## src/rtl/fifo_pkg.sv

```systemverilog
// Shared helpers and read-mode constants for the parametrised FIFO family.
package fifo_pkg;

  localparam int FIFO_STD  = 0;
  localparam int FIFO_FWFT = 1;

  // Ceiling log2 for sizing pointers; returns 1 for values <= 2.
  function automatic int clog2(input int value);
    int result;
    int v;
    result = 0;
    v = value - 1;
    while (v > 0) begin
      result = result + 1;
      v = v >> 1;
    end
    if (result < 1) result = 1;
    return result;
  endfunction

endpackage

```

## src/rtl/fifo_mem.sv

```systemverilog
// FIFO storage: synchronous write, asynchronous read, contents never reset.
module fifo_mem
  import fifo_pkg::*;
#(
  parameter int DATA_W = 8,
  parameter int DEPTH  = 8,
  parameter int AW     = clog2(DEPTH)
) (
  input  logic              clk,
  input  logic              we,
  input  logic [AW-1:0]     waddr,
  input  logic [DATA_W-1:0] wdata,
  input  logic [AW-1:0]     raddr,
  output logic [DATA_W-1:0] rdata
);

  logic [DATA_W-1:0] mem [DEPTH];

  always_ff @(posedge clk) begin
    if (we) mem[waddr] <= wdata;
  end

  assign rdata = mem[raddr];

endmodule

```

## src/rtl/param_fifo.sv

```systemverilog
// Parametrised single-clock FIFO with standard or first-word-fall-through read,
// synchronous flush, sticky overflow/underflow flags and a read-valid strobe.
module param_fifo
  import fifo_pkg::*;
#(
  parameter int DATA_W   = 8,
  parameter int DEPTH    = 8,
  parameter int AF_LEVEL = DEPTH - 2,
  parameter int AE_LEVEL = 2,
  parameter int FWFT     = FIFO_STD
) (
  input  logic                     clk,
  input  logic                     rst_n,
  input  logic                     flush,
  input  logic                     wr_en,
  input  logic [DATA_W-1:0]        data_in,
  output logic                     full,
  output logic                     almost_full,
  input  logic                     rd_en,
  output logic [DATA_W-1:0]        data_out,
  output logic                     rd_valid,
  output logic                     empty,
  output logic                     almost_empty,
  output logic [clog2(DEPTH):0]    fifo_words,
  output logic                     overflow,
  output logic                     underflow
);

  localparam int AW = clog2(DEPTH);

  if (DEPTH < 2 || (DEPTH & (DEPTH - 1)) != 0) begin : g_bad_depth
    $error("param_fifo: DEPTH must be a power of two >= 2");
  end
  if (AF_LEVEL < 1 || AF_LEVEL > DEPTH) begin : g_bad_af
    $error("param_fifo: AF_LEVEL must lie in 1..DEPTH");
  end
  if (AE_LEVEL < 0 || AE_LEVEL > DEPTH - 1) begin : g_bad_ae
    $error("param_fifo: AE_LEVEL must lie in 0..DEPTH-1");
  end
  if (FWFT != FIFO_STD && FWFT != FIFO_FWFT) begin : g_bad_mode
    $error("param_fifo: FWFT must be 0 or 1");
  end

  logic [AW-1:0]     wr_ptr;
  logic [AW-1:0]     rd_ptr;
  logic [DATA_W-1:0] mem_rdata;
  logic              do_wr;
  logic              do_rd;

  assign full         = (fifo_words == (AW+1)'(DEPTH));
  assign empty        = (fifo_words == '0);
  assign almost_full  = (fifo_words >= (AW+1)'(AF_LEVEL));
  assign almost_empty = (fifo_words <= (AW+1)'(AE_LEVEL));

  // Flush outranks both requests, so neither is accepted in a flush cycle.
  assign do_wr = wr_en & ~full  & ~flush;
  assign do_rd = rd_en & ~empty & ~flush;

  fifo_mem #(
    .DATA_W (DATA_W),
    .DEPTH  (DEPTH),
    .AW     (AW)
  ) u_mem (
    .clk   (clk),
    .we    (do_wr),
    .waddr (wr_ptr),
    .wdata (data_in),
    .raddr (rd_ptr),
    .rdata (mem_rdata)
  );

  always_ff @(posedge clk or negedge rst_n) begin
    if (!rst_n) begin
      wr_ptr     <= '0;
      rd_ptr     <= '0;
      fifo_words <= '0;
      overflow   <= 1'b0;
      underflow  <= 1'b0;
    end else if (flush) begin
      wr_ptr     <= '0;
      rd_ptr     <= '0;
      fifo_words <= '0;
      overflow   <= 1'b0;
      underflow  <= 1'b0;
    end else begin
      if (do_wr) wr_ptr <= wr_ptr + 1'b1;
      if (do_rd) rd_ptr <= rd_ptr + 1'b1;
      fifo_words <= fifo_words + {{AW{1'b0}}, do_wr} - {{AW{1'b0}}, do_rd};
      if (wr_en && full)  overflow  <= 1'b1;
      if (rd_en && empty) underflow <= 1'b1;
    end
  end

  if (FWFT == FIFO_FWFT) begin : g_fwft
    assign data_out = empty ? '0 : mem_rdata;
    assign rd_valid = ~empty;
  end else begin : g_std
    logic [DATA_W-1:0] dout_q;
    logic              rd_valid_q;

    always_ff @(posedge clk or negedge rst_n) begin
      if (!rst_n) begin
        dout_q     <= '0;
        rd_valid_q <= 1'b0;
      end else if (flush) begin
        dout_q     <= '0;
        rd_valid_q <= 1'b0;
      end else begin
        rd_valid_q <= do_rd;
        if (do_rd) dout_q <= mem_rdata;
      end
    end

    assign data_out = dout_q;
    assign rd_valid = rd_valid_q;
  end

endmodule

```

## config.mk

```make
export PLATFORM = sky130hd
export DESIGN_NAME = param_fifo
export DESIGN_NICKNAME = d
export VERILOG_FILES = /design/src/rtl/fifo_pkg.sv /design/src/rtl/fifo_mem.sv /design/src/rtl/param_fifo.sv
export SDC_FILE = /design/constraint.sdc
export NUM_CORES = 1
export LEC_CHECK = 0
export ABC_AREA = 1
export BUFFER_PORTS_ARGS = -buffer_cell sky130_fd_sc_hd__buf_2
export CORE_ASPECT_RATIO = 1.75
export CORE_MARGIN = 2
export CORE_UTILIZATION = 53
export DETAILED_ROUTE_END_ITERATION = 16
export GPL_ROUTABILITY_DRIVEN = 0
export PLACE_DENSITY = 0.84
export RECOVER_POWER = 50
export SETUP_SLACK_MARGIN = 0.15
export SLEW_MARGIN = 5
export SYNTH_ARGS = -nofsm -noshare
export SYNTH_HDL_FRONTEND = slang
export SYNTH_SLANG_ARGS = --single-unit
```

## constraint.sdc

```tcl
create_clock -name clk -period 2.18 [get_ports clk]
set_input_delay 0.654 -clock clk [delete_from_list [all_inputs] [get_ports clk]]
set_output_delay 0.654 -clock clk [all_outputs]
set_load 0.005 [all_outputs]
```

==> reports/qor.yml <==
status: "finished, final reports clean"
stdcell_area_um2: 4540
vias: 2677
drt_iter0_markers: 171
use_met2: 0.402
die_width_um: 68.7
crit_arrival_ns: 2.33
postRouteAntennaNets: 0
wl_per_cell_um: 15.7
dr.pass1.iters: 4
area_growth_pct: 16.9
grt_antenna_before_repair: 0
root_buffer: "clkbuf_16"
grt-ovfl-total: 0
io_buffers: 31
rows: 41
postSynthCellCount: 377
r2r-end: "fifo_words[1]$_DFF_PN0_"
skew_ns: 0.00516
ys_seq_elements: 85
grt_setup_unrepaired: "true"
dpl-instance-area_um2: 4190
cts_max_path_buffers: 2
cp-start-kind: "flop"
use_met3: 0.0612
grt_max_degree: 35
ir_worst_vdd_mv: 0.748
first_global_vias: 2687
finalMaxSlewViolations: 0
grt_pass1_wl_um: 12600
synth_seq_area_share: 0.630
r2r_cells: 12
top_usage_layer: "met2"
clock.fmax_mhz: 476
syn_nets: 401
viasPerCell: 5.16
yosys_warnings: 0
finalWirelength_um: 8150
clock_sinks: 85
place_inst: 497
p_leak_uw: 0.00209
hold_violations: 0
die_h_um: 117
grt_usage: 0.223
required_ns: 2.41
critPathKind: "reg -> reg"
tns_ns: 0
period_share: 0.963
hold_start: "data_out[0]$_DFFE_PN0P_"
dp_hpwl_um: 5470
fin_util: 0.632
cts.clk_slew.worst_paths_ns: 0.06
numCtsBuffers: 9
worstMarginPinSlew_ns: 1.20
cts_tree: "yes"
num-fill-cells: 546
fin_nets: 452
max_cap_violations: 0
diodes: 0
slew_headroom: 0.201
initial_utilization: 0.541
grt_util_met1: 0.233
reg2reg_from: "fifo_words[2]$_DFF_PN0_"
cp_max_fo: 4
min_to: "data_out[0]$_DFFE_PN0P_"
min_path_cells: 2
synth.distinct_cells: 25
syn-mean-instance-area_um2: 10.3
ff2ff_setup_slack_ns: 0.08
h-tree-depth: 3
clkLatencyLatePin_ns: 0.33
whs_ns: 0.475
drcViolationCount: 0
syn_area_um2: 3880
drive_above_1_share: 0.206
layout.cells.non_filler: 519
hp-class: "reg -> reg"
die_area_um2: 8060
crit_path_end_kind: "flop"
core_area_um2: 7180
setup_violations: 0
powerDensity_nw_per_um2: 1080
pin_count: 32
min_period_ns: 2.10
## layout by cell type (no fill, tap or decap)
cell	instances
clkbuf_8	3
nor2_2	1
o21ai_0	6
buf_2	22
a32o_1	1
nor2_4	2
inv_8	1
buf_4	20
fa_2	1
ha_1	5
nor2_1	13
nand2_2	12
ha_4	5
clkinv_1	2
clkbuf_16	9
inv_4	2
dfrtp_1	21
o21a_1	1
nand3_2	2
a21oi_1	3
nand3_1	50
xor2_1	3
clkbuf_1	13
inv_2	7
inv_1	58
nand2_1	104
buf_6	1
nand2_4	1
edfxtp_1	64
## what timing repair did
item / CTS / global route
buffers inserted: 5 / 1
hold buffers: 0 / 0
gates resized for setup: 7 / 2
endpoints found under the setup margin: 3 / 5
pin swaps: 4 / 1
## per-stage QoR
step / setup WS (ns) / total power [uW]
after floorplan: 0.142 / 3040
after CTS: 0.142 / 4890
final: 0.0800 / 4890
after global placement: 0.123 / 3290
after global routing: 0.0288 / 5190
after detailed placement: 0.0781 / 3360
## synth_stat cells
library cell | count | area (um2)
ha_1 | 10 | 125
edfxtp_1 | 64 | 1920
inv_1 | 63 | 236
xor2_1 | 3 | 26.3
a32o_1 | 1 | 10.0
buf_4 | 5 | 37.5
clkinv_1 | 1 | 3.75
nand2_2 | 12 | 75.1
o21ai_0 | 6 | 30.0
nor2_1 | 14 | 52.6
nand3_2 | 2 | 20.0
buf_2 | 2 | 10.0
a21oi_1 | 3 | 15.0
nand3_1 | 50 | 250
inv_8 | 1 | 11.3
nand2_1 | 105 | 394
inv_4 | 1 | 6.26
buf_6 | 5 | 56.3
o21a_1 | 1 | 7.51
nor2_4 | 1 | 11.3
nor2_2 | 1 | 6.26
dfrtp_1 | 21 | 526
fa_1 | 1 | 20.0
inv_2 | 3 | 11.3
buf_12 | 1 | 20.0
## where the power goes
group	internal, uW	switching [uW]	total (uW)
clock network	862	547	1410
logic	591	895	1490
registers	1900	98.3	2000
## cell type report
type,instances,area [um2],area share
Clock inverter,1,3.75,0.000827
Multi-Input combinational cell,210,1120,0.247
Tap cell,86,108,0.0237
Inverter,69,272,0.0598
Sequential cell,85,2450,0.539
Timing Repair Buffer,53,309,0.0681
Clock buffer,15,278,0.0612
## cell families after synthesis
logic type | count (synthesis) | share of synthesized area
and+or+nand+nor | 185 | 0.208
DFF | 85 | 0.630
buffers and inverters | 82 | 0.101
AOI/OAI and AO/OA | 11 | 0.0161
adders and majority gates | 11 | 0.0374
xor gates and xnor gates | 3 | 0.00677
## critical path: stages (launching register included)
cell and delay [ns]:
dfrtp_1 0.39, inv_4 0.08, ha_4 0.17, nand3_2 0.08, nand2_1 0.11, nor2_4 0.12
inv_2 0.05, ha_4 0.23, inv_2 0.06, ha_4 0.12, inv_2 0.04, fa_2 0.52
nor2_2 0.04
## per-layer routing
metal / up-vias / routed length [um]
met5: - / 0
met2: 84 / 4640
met1: 1277 / 3010
met4: 0 / 175
li1: 1296 / -
met3: 20 / 331
## flip-flops by register name (all words and copies together) (netlist names)
| name | flops |
|---|---|
| underflow | 1 |
| u_mem.mem | 64 |
| rd_ptr | 3 |
| wr_ptr | 3 |
| data_out | 8 |
| fifo_words | 4 |
| overflow | 1 |
| rd_valid | 1 |
## worst max-delay path by stage
stage	startpoint	end	depth (start not counted)
after CTS	fifo_words[3]$_DFF_PN0_	almost_empty	5
after detailed placement	fifo_words[2]$_DFF_PN0_	fifo_words[1]$_DFF_PN0_	12
final	fifo_words[2]$_DFF_PN0_	fifo_words[1]$_DFF_PN0_	12
after floorplan	fifo_words[3]$_DFF_PN0_	fifo_words[1]$_DFF_PN0_	12
after global placement	flush	fifo_words[1]$_DFF_PN0_	9
after global routing	fifo_words[2]$_DFF_PN0_	fifo_words[2]$_DFF_PN0_	13
(Power assumes the default switching activity.)
